<file path="src/rtl/circular_stack_ckpt_pkg.sv">
// Shared types and helpers for the circular return-address stack.
package cstack_pkg;

    // Widest pointer the shared state struct can carry (SIZE up to 256).
    localparam int unsigned CSTACK_PTRW_MAX = 8;

    typedef logic [CSTACK_PTRW_MAX-1:0] cstack_ptr_t;
    typedef logic [CSTACK_PTRW_MAX:0]   cstack_cnt_t;

    // Pointer/count pair used by both the live stack and the checkpoint slot.
    typedef struct packed {
        cstack_ptr_t top;
        cstack_cnt_t count;
    } cstack_state_t;

    // Pointer width for a given stack depth.
    function automatic int unsigned cstack_ptrw(input int unsigned size);
        return $clog2(size);
    endfunction

endpackage

</file>
<file path="src/rtl/circular_stack_ckpt_if.sv">
// Control and data bundle between the fetch/predict logic and the stack.
interface circular_stack_ckpt_if #(
    parameter int unsigned SIZE  = 8,
    parameter int unsigned WIDTH = 32
);
    localparam int unsigned PTRW = cstack_pkg::cstack_ptrw(SIZE);

    logic             s_flush_i;
    logic             s_push_i;
    logic             s_pop_i;
    logic [WIDTH-1:0] s_data_i;
    logic             s_ckpt_i;
    logic             s_restore_i;
    logic             s_empty_o;
    logic             s_full_o;
    logic [PTRW:0]    s_count_o;
    logic [WIDTH-1:0] s_data_o;
    logic [WIDTH-1:0] s_data1_o;
    logic             s_ovf_o;
    logic             s_udf_o;
    logic             s_ckpt_vld_o;

    modport master (
        output s_flush_i, s_push_i, s_pop_i, s_data_i, s_ckpt_i, s_restore_i,
        input  s_empty_o, s_full_o, s_count_o, s_data_o, s_data1_o,
               s_ovf_o, s_udf_o, s_ckpt_vld_o
    );

    modport slave (
        input  s_flush_i, s_push_i, s_pop_i, s_data_i, s_ckpt_i, s_restore_i,
        output s_empty_o, s_full_o, s_count_o, s_data_o, s_data1_o,
               s_ovf_o, s_udf_o, s_ckpt_vld_o
    );

endinterface

</file>
<file path="src/rtl/circular_stack_ckpt_regfile.sv">
// Flip-flop storage for the stack: one write port, two async read ports.
module circular_stack_regfile #(
    parameter int unsigned SIZE  = 8,
    parameter int unsigned WIDTH = 32,
    parameter int unsigned PTRW  = 3
) (
    input  logic             clk,
    input  logic             we,
    input  logic [PTRW-1:0]  waddr,
    input  logic [WIDTH-1:0] wdata,
    input  logic [PTRW-1:0]  raddr0,
    input  logic [PTRW-1:0]  raddr1,
    output logic [WIDTH-1:0] rdata0,
    output logic [WIDTH-1:0] rdata1
);

    logic [WIDTH-1:0] mem [SIZE];

    // Storage write; contents deliberately not reset.
    always_ff @(posedge clk) begin
        if (we) begin
            mem[waddr] <= wdata;
        end
    end

    assign rdata0 = mem[raddr0];
    assign rdata1 = mem[raddr1];

endmodule

</file>
<file path="src/rtl/circular_stack_ckpt.sv">
// Circular LIFO with overwrite-oldest, one checkpoint slot and a second-entry peek.
module circular_stack_ckpt
    import cstack_pkg::*;
#(
    parameter int unsigned SIZE        = 8,
    parameter int unsigned WIDTH       = 32,
    parameter int unsigned CLEAR_EMPTY = 1
) (
    input  logic                 s_clk_i,
    input  logic                 s_reset_i,
    circular_stack_ckpt_if.slave cs
);

    localparam int unsigned PTRW     = cstack_ptrw(SIZE);
    localparam cstack_ptr_t PTR_MASK = cstack_ptr_t'(SIZE - 1);
    localparam cstack_cnt_t CNT_FULL = cstack_cnt_t'(SIZE);

    // Depth must be a power of two that fits the shared state struct.
    if ((SIZE < 2) || ((SIZE & (SIZE - 1)) != 0) || (SIZE > (1 << CSTACK_PTRW_MAX))) begin : g_size_check
        $error("circular_stack_ckpt: SIZE must be a power of two in 2..%0d", 1 << CSTACK_PTRW_MAX);
    end

    cstack_state_t    st_q, st_d;
    cstack_state_t    ckpt_q, ckpt_d;
    logic             ckpt_vld_q, ckpt_vld_d;
    logic             ovf_q, ovf_d;
    logic             we_c;
    cstack_ptr_t      waddr_c;
    logic             udf_c;
    logic             empty_c;
    logic             full_c;
    cstack_ptr_t      top_inc_c;
    cstack_ptr_t      top_dec_c;
    logic [WIDTH-1:0] rd0_c;
    logic [WIDTH-1:0] rd1_c;

    assign empty_c   = (st_q.count == '0);
    assign full_c    = (st_q.count == CNT_FULL);
    assign top_inc_c = (st_q.top + cstack_ptr_t'(1)) & PTR_MASK;
    assign top_dec_c = (st_q.top - cstack_ptr_t'(1)) & PTR_MASK;

    // Next-state: flush > restore > push/pop, then optional checkpoint of the result.
    always_comb begin
        st_d       = st_q;
        ckpt_d     = ckpt_q;
        ckpt_vld_d = ckpt_vld_q;
        ovf_d      = ovf_q;
        we_c       = 1'b0;
        waddr_c    = st_q.top;
        udf_c      = 1'b0;

        if (cs.s_flush_i) begin
            st_d       = '0;
            ckpt_vld_d = 1'b0;
            ovf_d      = 1'b0;
        end else begin
            if (cs.s_restore_i && ckpt_vld_q) begin
                st_d = ckpt_q;
            end else if (cs.s_push_i && (!cs.s_pop_i || empty_c)) begin
                we_c     = 1'b1;
                waddr_c  = top_inc_c;
                st_d.top = top_inc_c;
                if (full_c) begin
                    ovf_d = 1'b1;
                end else begin
                    st_d.count = st_q.count + cstack_cnt_t'(1);
                end
            end else if (cs.s_push_i && cs.s_pop_i) begin
                we_c = 1'b1;
            end else if (cs.s_pop_i) begin
                if (empty_c) begin
                    udf_c = 1'b1;
                end else begin
                    st_d.top   = top_dec_c;
                    st_d.count = st_q.count - cstack_cnt_t'(1);
                end
            end

            if (cs.s_ckpt_i) begin
                ckpt_d     = st_d;
                ckpt_vld_d = 1'b1;
            end
        end

        if (s_reset_i) begin
            we_c  = 1'b0;
            udf_c = 1'b0;
        end
    end

    // State, checkpoint and sticky overflow registers.
    always_ff @(posedge s_clk_i) begin
        if (s_reset_i) begin
            st_q       <= '0;
            ckpt_q     <= '0;
            ckpt_vld_q <= 1'b0;
            ovf_q      <= 1'b0;
        end else begin
            st_q       <= st_d;
            ckpt_q     <= ckpt_d;
            ckpt_vld_q <= ckpt_vld_d;
            ovf_q      <= ovf_d;
        end
    end

    circular_stack_regfile #(
        .SIZE  (SIZE),
        .WIDTH (WIDTH),
        .PTRW  (PTRW)
    ) u_regfile (
        .clk    (s_clk_i),
        .we     (we_c),
        .waddr  (waddr_c[PTRW-1:0]),
        .wdata  (cs.s_data_i),
        .raddr0 (st_q.top[PTRW-1:0]),
        .raddr1 (top_dec_c[PTRW-1:0]),
        .rdata0 (rd0_c),
        .rdata1 (rd1_c)
    );

    // Status and peek outputs decoded from the registered pointer/count.
    always_comb begin
        cs.s_empty_o    = empty_c;
        cs.s_full_o     = full_c;
        cs.s_count_o    = st_q.count[PTRW:0];
        cs.s_ovf_o      = ovf_q;
        cs.s_udf_o      = udf_c;
        cs.s_ckpt_vld_o = ckpt_vld_q;
        cs.s_data_o     = rd0_c;
        cs.s_data1_o    = rd1_c;
        if ((CLEAR_EMPTY != 0) && empty_c) begin
            cs.s_data_o = '0;
        end
        if ((CLEAR_EMPTY != 0) && (st_q.count < cstack_cnt_t'(2))) begin
            cs.s_data1_o = '0;
        end
    end

endmodule

</file>
<file path="src/flat_wrapper.sv">
// flat-port wrapper written by rule: the top's interface ports become plain ports
module circular_stack_ckpt_flat import cstack_pkg::*;
#(
    parameter int unsigned SIZE        = 8,
    parameter int unsigned WIDTH       = 32,
    parameter int unsigned CLEAR_EMPTY = 1
)
  (s_clk_i, s_reset_i, cs_s_flush_i, cs_s_push_i, cs_s_pop_i, cs_s_data_i, cs_s_ckpt_i, cs_s_restore_i, cs_s_empty_o, cs_s_full_o, cs_s_count_o, cs_s_data_o, cs_s_data1_o, cs_s_ovf_o, cs_s_udf_o, cs_s_ckpt_vld_o);
  circular_stack_ckpt_if #(.SIZE(SIZE), .WIDTH(WIDTH)) cs_i ();
  input  logic s_clk_i;
  input  logic s_reset_i;
  input wire logic [$bits(cs_i.s_flush_i)-1:0] cs_s_flush_i;
  input wire logic [$bits(cs_i.s_push_i)-1:0] cs_s_push_i;
  input wire logic [$bits(cs_i.s_pop_i)-1:0] cs_s_pop_i;
  input wire logic [$bits(cs_i.s_data_i)-1:0] cs_s_data_i;
  input wire logic [$bits(cs_i.s_ckpt_i)-1:0] cs_s_ckpt_i;
  input wire logic [$bits(cs_i.s_restore_i)-1:0] cs_s_restore_i;
  output wire logic [$bits(cs_i.s_empty_o)-1:0] cs_s_empty_o;
  output wire logic [$bits(cs_i.s_full_o)-1:0] cs_s_full_o;
  output wire logic [$bits(cs_i.s_count_o)-1:0] cs_s_count_o;
  output wire logic [$bits(cs_i.s_data_o)-1:0] cs_s_data_o;
  output wire logic [$bits(cs_i.s_data1_o)-1:0] cs_s_data1_o;
  output wire logic [$bits(cs_i.s_ovf_o)-1:0] cs_s_ovf_o;
  output wire logic [$bits(cs_i.s_udf_o)-1:0] cs_s_udf_o;
  output wire logic [$bits(cs_i.s_ckpt_vld_o)-1:0] cs_s_ckpt_vld_o;
  assign cs_i.s_flush_i = cs_s_flush_i;
  assign cs_i.s_push_i = cs_s_push_i;
  assign cs_i.s_pop_i = cs_s_pop_i;
  assign cs_i.s_data_i = cs_s_data_i;
  assign cs_i.s_ckpt_i = cs_s_ckpt_i;
  assign cs_i.s_restore_i = cs_s_restore_i;
  assign cs_s_empty_o = cs_i.s_empty_o;
  assign cs_s_full_o = cs_i.s_full_o;
  assign cs_s_count_o = cs_i.s_count_o;
  assign cs_s_data_o = cs_i.s_data_o;
  assign cs_s_data1_o = cs_i.s_data1_o;
  assign cs_s_ovf_o = cs_i.s_ovf_o;
  assign cs_s_udf_o = cs_i.s_udf_o;
  assign cs_s_ckpt_vld_o = cs_i.s_ckpt_vld_o;
  circular_stack_ckpt #(.SIZE(SIZE), .WIDTH(WIDTH), .CLEAR_EMPTY(CLEAR_EMPTY)) u_core (.s_clk_i(s_clk_i), .s_reset_i(s_reset_i), .cs(cs_i));
endmodule
</file>
<file path="config.mk">
export PLATFORM = sky130hd
export DESIGN_NAME = circular_stack_ckpt_flat
export DESIGN_NICKNAME = d
export VERILOG_FILES = /design/src/rtl/circular_stack_ckpt_pkg.sv /design/src/rtl/circular_stack_ckpt_if.sv /design/src/rtl/circular_stack_ckpt_regfile.sv /design/src/rtl/circular_stack_ckpt.sv /design/src/flat_wrapper.sv
export SDC_FILE = /design/constraint.sdc
export NUM_CORES = 1
export LEC_CHECK = 0
export ABC_AREA = 1
export BUFFER_PORTS_ARGS = -buffer_cell sky130_fd_sc_hd__buf_2
export CORE_ASPECT_RATIO = 0.9
export CORE_MARGIN = 8
export CORE_UTILIZATION = 45
export CTS_CLUSTER_DIAMETER = 120
export DETAILED_ROUTE_END_ITERATION = 12
export GPL_TIMING_DRIVEN = 0
export PLACE_DENSITY = 0.61
export SYNTH_ARGS = -nofsm -noshare
export SYNTH_HDL_FRONTEND = slang
export SYNTH_SLANG_ARGS = --single-unit
export TNS_END_PERCENT = 10
</file>
<file path="constraint.sdc">
create_clock -name s_clk_i -period 11.2 [get_ports s_clk_i]
set_input_delay 0 -clock s_clk_i [delete_from_list [all_inputs] [get_ports s_clk_i]]
set_output_delay 0 -clock s_clk_i [all_outputs]
set_load 0.02 [all_outputs]
</file>
Word level (Yosys, flattened, before mapping) --
Memory sizes are Yosys's and may differ from the RTL's. A register that Yosys moved wholly into a read port is not among the register bits. Cells that the tools add are included. W data, S select, Z words.
Storage, ports and cells: output and inout bits 73, memories kept 1, input bits 39, logic and storage cells 50, memory bits (writable) 256, flip-flop bits (word level) 36
Memories:
- u_core.u_regfile.mem | depth 8, width 32, rd ports 2, clocked after memory_dff 1, write ports 1, line circular_stack_ckpt_regfile.sv:17 | logic [WIDTH-1:0] mem [SIZE];
Cells by class: reductions and logical operators 9, add/subtract/negate cells 4, mux-type cells 26, equality and inequality tests 1, magnitude comparators 1, bitwise gates (word level) 2
Operator list (number):
- $mux W17 | 5
- $mux W32 | 2
- $mux W1 | 14
- $mux W3 | 4
- $add A9 B1 Y9 const B | 1
- $eq A9 B4 Y1 const B | 1
- $logic_not A9 Y1 | 1
- $lt A9 B2 Y1 const B | 1
- $mux W9 | 1
- $sub A9 B1 Y9 const B | 1
- $add A3 B1 Y3 const B | 1
- $logic_and A1 B1 Y1 | 3
- $reduce_and A3 Y1 | 1
- $sub A3 B1 Y3 const B | 1
- $not A1 Y1 | 2
- $reduce_and A2 Y1 | 1
- $reduce_or A2 Y1 | 1
- $logic_not A1 Y1 | 1
- $logic_or A1 B1 Y1 | 1

Longest topological paths before layout --
word-level depth 9, gate-level depth with buffers 14, depth with buffers taken out 13

Modules after synthesis --
A second synthesis with hierarchy kept.
Unflattened totals: cell total of the unflattened synthesis 2111, area, all modules 15934.0 µm²
By module, submodules not included:
- circular_stack_regfile | area each 13753.2 µm², seq. area each 7687.4 µm², times used 1, cells each 1719
- circular_stack_ckpt | area each 2180.8 µm², seq. area each 520.5 µm², times used 1, cells each 392

Least setup slack after synthesis --
No wires, ideal clock.
path type reg2reg, start point register u_core.st_q[9] (netlist bit), end point memory u_core.u_regfile.mem[6][0] (enable), slack 7.590 ns, required time 10.779 ns, buffers on the path 6, library setup time 0.421 ns, cell stages (with the launch flop) 13, arrival 3.189 ns, clock period less this slack 3.610 ns, cell sequence dfxtp_1 > buf_4 > buf_6 > inv_2 > buf_4 > buf_6 > buf_4 > ha_1 > inv_1 > buf_2 > o21ai_2 > nand2_1 > nor2_1
On the way: word-level cells in the longest chain between the ends 4
RTL lines:
- start: declaration | line circular_stack_ckpt.sv:23 | cstack_state_t st_q, st_d;
- start signal: assignment | line circular_stack_ckpt.sv:99 | st_q <= st_d;
- $add A3 B1 Y3 | line circular_stack_ckpt.sv:39 | assign top_inc_c = (st_q.top + cstack_ptr_t'(1)) & PTR_MASK;
- $mux W3 | line circular_stack_ckpt.sv:59 | end else if (cs.s_push_i && (!cs.s_pop_i || empty_c)) begin
- $mux W3 | line circular_stack_ckpt.sv:57 | if (cs.s_restore_i && ckpt_vld_q) begin
- $mux W3 (*) | line circular_stack_ckpt.sv:52 | if (cs.s_flush_i) begin
- end: declaration | line circular_stack_ckpt_regfile.sv:17
Mark *: on every way between the ends. The rest lies on a longest branch, timed or not.

Worst setup path after layout --
start point register u_core.st_q[10] (netlist bit), end point output port cs_s_data1_o[18]
On the way: word-level cells in the longest chain between the ends 3
RTL lines:
- $sub A3 B1 Y3 | line circular_stack_ckpt.sv:40 | assign top_dec_c = (st_q.top - cstack_ptr_t'(1)) & PTR_MASK;
- $mem_v2 Z8 W32
- $mux W32 | line circular_stack_ckpt.sv:134 | if ((CLEAR_EMPTY != 0) && (st_q.count < cstack_cnt_t'(2))) begin
- end: declaration | line flat_wrapper.sv:22 | output wire logic [$bits(cs_i.s_data1_o)-1:0] cs_s_data1_o;
Every way passes these cells.

==> summary by stage <==
Status
The run finished with clean final reports.

Setup path
The critical-path cell with the highest stage delay is clkbuf_1. The signal on the critical path passes through inv_1 > clkbuf_1 > ha_1 > clkbuf_1 > clkbuf_1 > o21ai_0 > o221a_2 > nor3_1 > buf_2. On the critical path the largest part of the delay comes from buffers and inverters.

The peak fanout along the critical path is 10. The delay of the slowest cell on the worst path is between 0.6 and 0.7 ns. The setup path with the least slack is of type reg2out. STA classifies the critical path startpoint as a flop. In this design, the critical path's most frequently occurring cell is clkbuf_1. The number of buffers and inverters on the critical path is 5. STA puts the critical path data required time at between 10 and 15 ns.

The data arrival time of the worst path is between 4 and 5 ns. The type of element capturing the critical path is an output port.

GRT
The via count of the first global-routing pass came to approximately 12000. After global routing the overflow that remains totals 0. The largest net degree at the start of global routing is 26. The global-route wire length before repair is ~74000 µm.

Across every metal layer, demand over resource in global routing totals 0.256. The initial antenna violation count is 1.

Die
The die boundary height is ~180 µm. The core region is a little over 0.03 mm². The die span in x is a little over 200 µm. During I/O placement, the number of pins put on the boundary was around 110. The area of the die is 0.0372 mm².

The initial utilization of the core area, before any placement, comes to 0.457. The placement row count is 61.

Placement
The routability congestion estimate is a little over 0.9. The number of port buffers is between 100 and 150. The post-DP HPWL is about 32000 µm.

Synthesis
The synthesized netlist occupies a cell area of around 0.014 mm². The number of nets produced by synthesis is 1463. The flip-flop cell with the highest count after synthesis is edfxtp_1. The synthesized design contains 256 enable-type register cells. Of the synthesized area, sequential elements account for 0.583. The synthesized design contains around 280 register bits. The cell count after synthesis is around 1400.

The count of different cell masters after synthesis is slightly above 40. A synthesized cell averages 9.91 µm². The proportion of synthesized flip-flops having asynchronous set or reset is 0. The Yosys warning count is 0.

Hold path
The class of the tightest hold or removal check is in2reg.

Clock network
Clock-pin slew was measured on the worst setup and hold paths at around 0.060 ns. The maximum clock path buffer count is 3. The clock net in this run drives a total of about 280 sinks. TritonCTS built the clock tree. The maximum level of the CTS H-tree is 1. TritonCTS created 30 clock buffers. The clock latency of the later-clocked register in the worst-skew pair is between 0.5 and 0.6 ns. The number of buffers inserted to repair setup after CTS is 0. The cell at the root of the clock tree is clkbuf_16.

Timing
The final count of hold timing violations was 0. The slew at the pin with the worst max-slew slack is approximately 1.2 ns. The max-slew headroom at the worst pin is 0.167. The max-slew violation count is 0.

Timing would allow up to approximately 220 MHz. Setup repair after global routing left no endpoint under its margin. In the finished design, the share of the clock period the worst path needs comes to 0.403.

The clock period minus worst slack is 4.52 ns. The worst clock skew is 0.0148 ns. In the final timing run, aggregate negative setup slack is 0 ns. The number of setup violations in the final report is 0.

Cells and area
For this run, the post-layout net count is around 1700. Measured on the finished design, the core utilization comes to 0.544. The area growth from synthesis to layout is 19.1%. In the final layout, the share of cells above drive strength 1 is 0.192.

Routing
The iteration count of the initial detailed-routing pass is 5. The number of remaining DRC errors is 0. The total via count after detailed routing is between 10000 and 15000.

After detailed routing, the total wire length is about 49000 µm. In this run the remaining antenna-violating nets after routing total 0. For this block, the initial DRC count from the detailed router was about 1600. Using the TritonRoute via totals, the vias-per-cell ratio works out to approximately 6.1. The routed length per placed instance is roughly 24 µm.

Power
In this run the static leakage power is around 0.0061 µW. Power spread over the standard cell area amounts to 160 mW/mm². Across the VDD grid, the largest voltage drop is between 0.00015 and 0.0002 V.

Run
Max-cap violations in this run came to 0.
[cell families after synthesis]
family                     after synthesis  share of synthesized area
xor gates and xnor gates                 5                    0.00364
AOI/OAI and AO/OA                      452                      0.205
adders and majority gates                4                    0.00356
DFF                                    282                      0.583
buffers and inverters                  200                     0.0606
and+or+nand+nor                        477                      0.144
[stage by stage]
step | hold WS, ns | power (µW) | instances | worst slack (ns) | area (µm²)
3_3_place_gp | 0.236 | 1660 | 1940 | 5.77 | 15100
6_report | 0.0648 | 2670 | 2041 | 6.68 | 16800
5_1_grt | 0.107 | 2750 | 2041 | 6.52 | 16800
4_1_cts | 0.0720 | 2670 | 2040 | 6.89 | 16800
2_1_floorplan | 0.0989 | 1480 | 1420 | 7.59 | 14100
3_5_place_dp | 0.248 | 1670 | 1948 | 7.50 | 15400
[cell usage in the layout, fill, tap and decap left out, drive strengths merged, types with 3 or more instances in the layout]
cell,Yosys,routed
nand3,39,39
buf,42,161
inv,81,81
a21oi,53,53
clkbuf,74,119
dlygate4sd3,0,38
ha,4,4
nand2,72,72
nor2,292,292
xor2,4,4
o21ai,299,299
nor3,67,67
clkinv,3,9
nand4,4,4
bufinv,0,3
edfxtp,256,256
dfxtp,26,26
o221a,93,93
[repair_timing]
item / in CTS / in global routing
hold buffers: 38 / 0
gates resized for setup: 0 / 0
endpoints found under the hold margin: 268 / 0
[final timing paths]
kind | startpoint | depth (start not counted) | slack, ns | to
hold reg to reg | u_core.cs.s_ovf_o | 2 | 0.45 | u_core.cs.s_ovf_o
setup / recovery | u_core.st_q[10] | 9 | 6.68 | cs_s_data1_o[18]
setup reg to reg | u_core.st_q[10] | 10 | 7.68 | u_core.u_regfile.mem[1][7]
hold / removal | cs_s_pop_i | 7 | 0.06 | u_core.cs.s_ovf_o
[layer usage]
layer / track usage / routed length (µm) / vias to the layer above
met5: 0 / 0 / -
met4: 0.0980 / 1590 / 0
met3: 0.0447 / 5170 / 136
met2: 0.411 / 22400 / 831
met1: 0.345 / 19900 / 6024
li1: - / - / 5525
[worst register-to-register path, delay by kind of cell, from the launching register on]
family | cells | cell delay [ns]
adders and majority gates | 1 | 0.38
DFF | 1 | 0.44
buffers and inverters | 6 | 1.51
and+or+nand+nor | 2 | 0.74
AOI/OAI and AO/OA | 1 | 0.13
[final cells by class]
class                           instances  area (µm²)
Inverter                               84         317
Timing Repair Buffer                  157        1130
Clock buffer                           45         868
Buffer                                116         537
Sequential cell                       282        8210
Fill cell                            2761       14100
Multi-Input combinational cell        938        5080
Clock inverter                          9         114
Antenna cell                            1        2.50
Tap cell                              409         512
[power breakdown]
part / internal, µW / total (µW) / switching, µW
logic: 155 / 505 / 350
registers: 1160 / 1170 / 7.32
clock network: 598 / 1000 / 403
[Yosys cell counts (3+ instances only)]
library cell  number  share of area
o221a_2           81          0.065
o221a_1           12         0.0096
o21ai_1           18         0.0064
ha_1               4         0.0036
nand4_1            4         0.0018
edfxtp_1         256           0.55
buf_4             10         0.0053
nand2_2            4         0.0018
nand3_1           35          0.012
inv_2              4         0.0011
a21oi_1           52          0.018
buf_2             27         0.0096
buf_6              4         0.0032
nand3_2            3         0.0021
nor2_1           289          0.077
nor3_1            67          0.024
clkbuf_1          74          0.020
dfxtp_1           26          0.037
nand2_1           66          0.018
inv_1             77          0.021
xor2_1             3         0.0019
o21ai_0          279          0.099
[registers in the layout, summed over array words and instances, names as in the netlist]
signal	flops
u_core.u_regfile.mem	256
u_core.ckpt_q	12
u_core.st_q	8
u_core.cs.s_count_o	4
u_core.cs.s_ckpt_vld_o	1
u_core.cs.s_ovf_o	1
(Power assumes the default switching activity.)
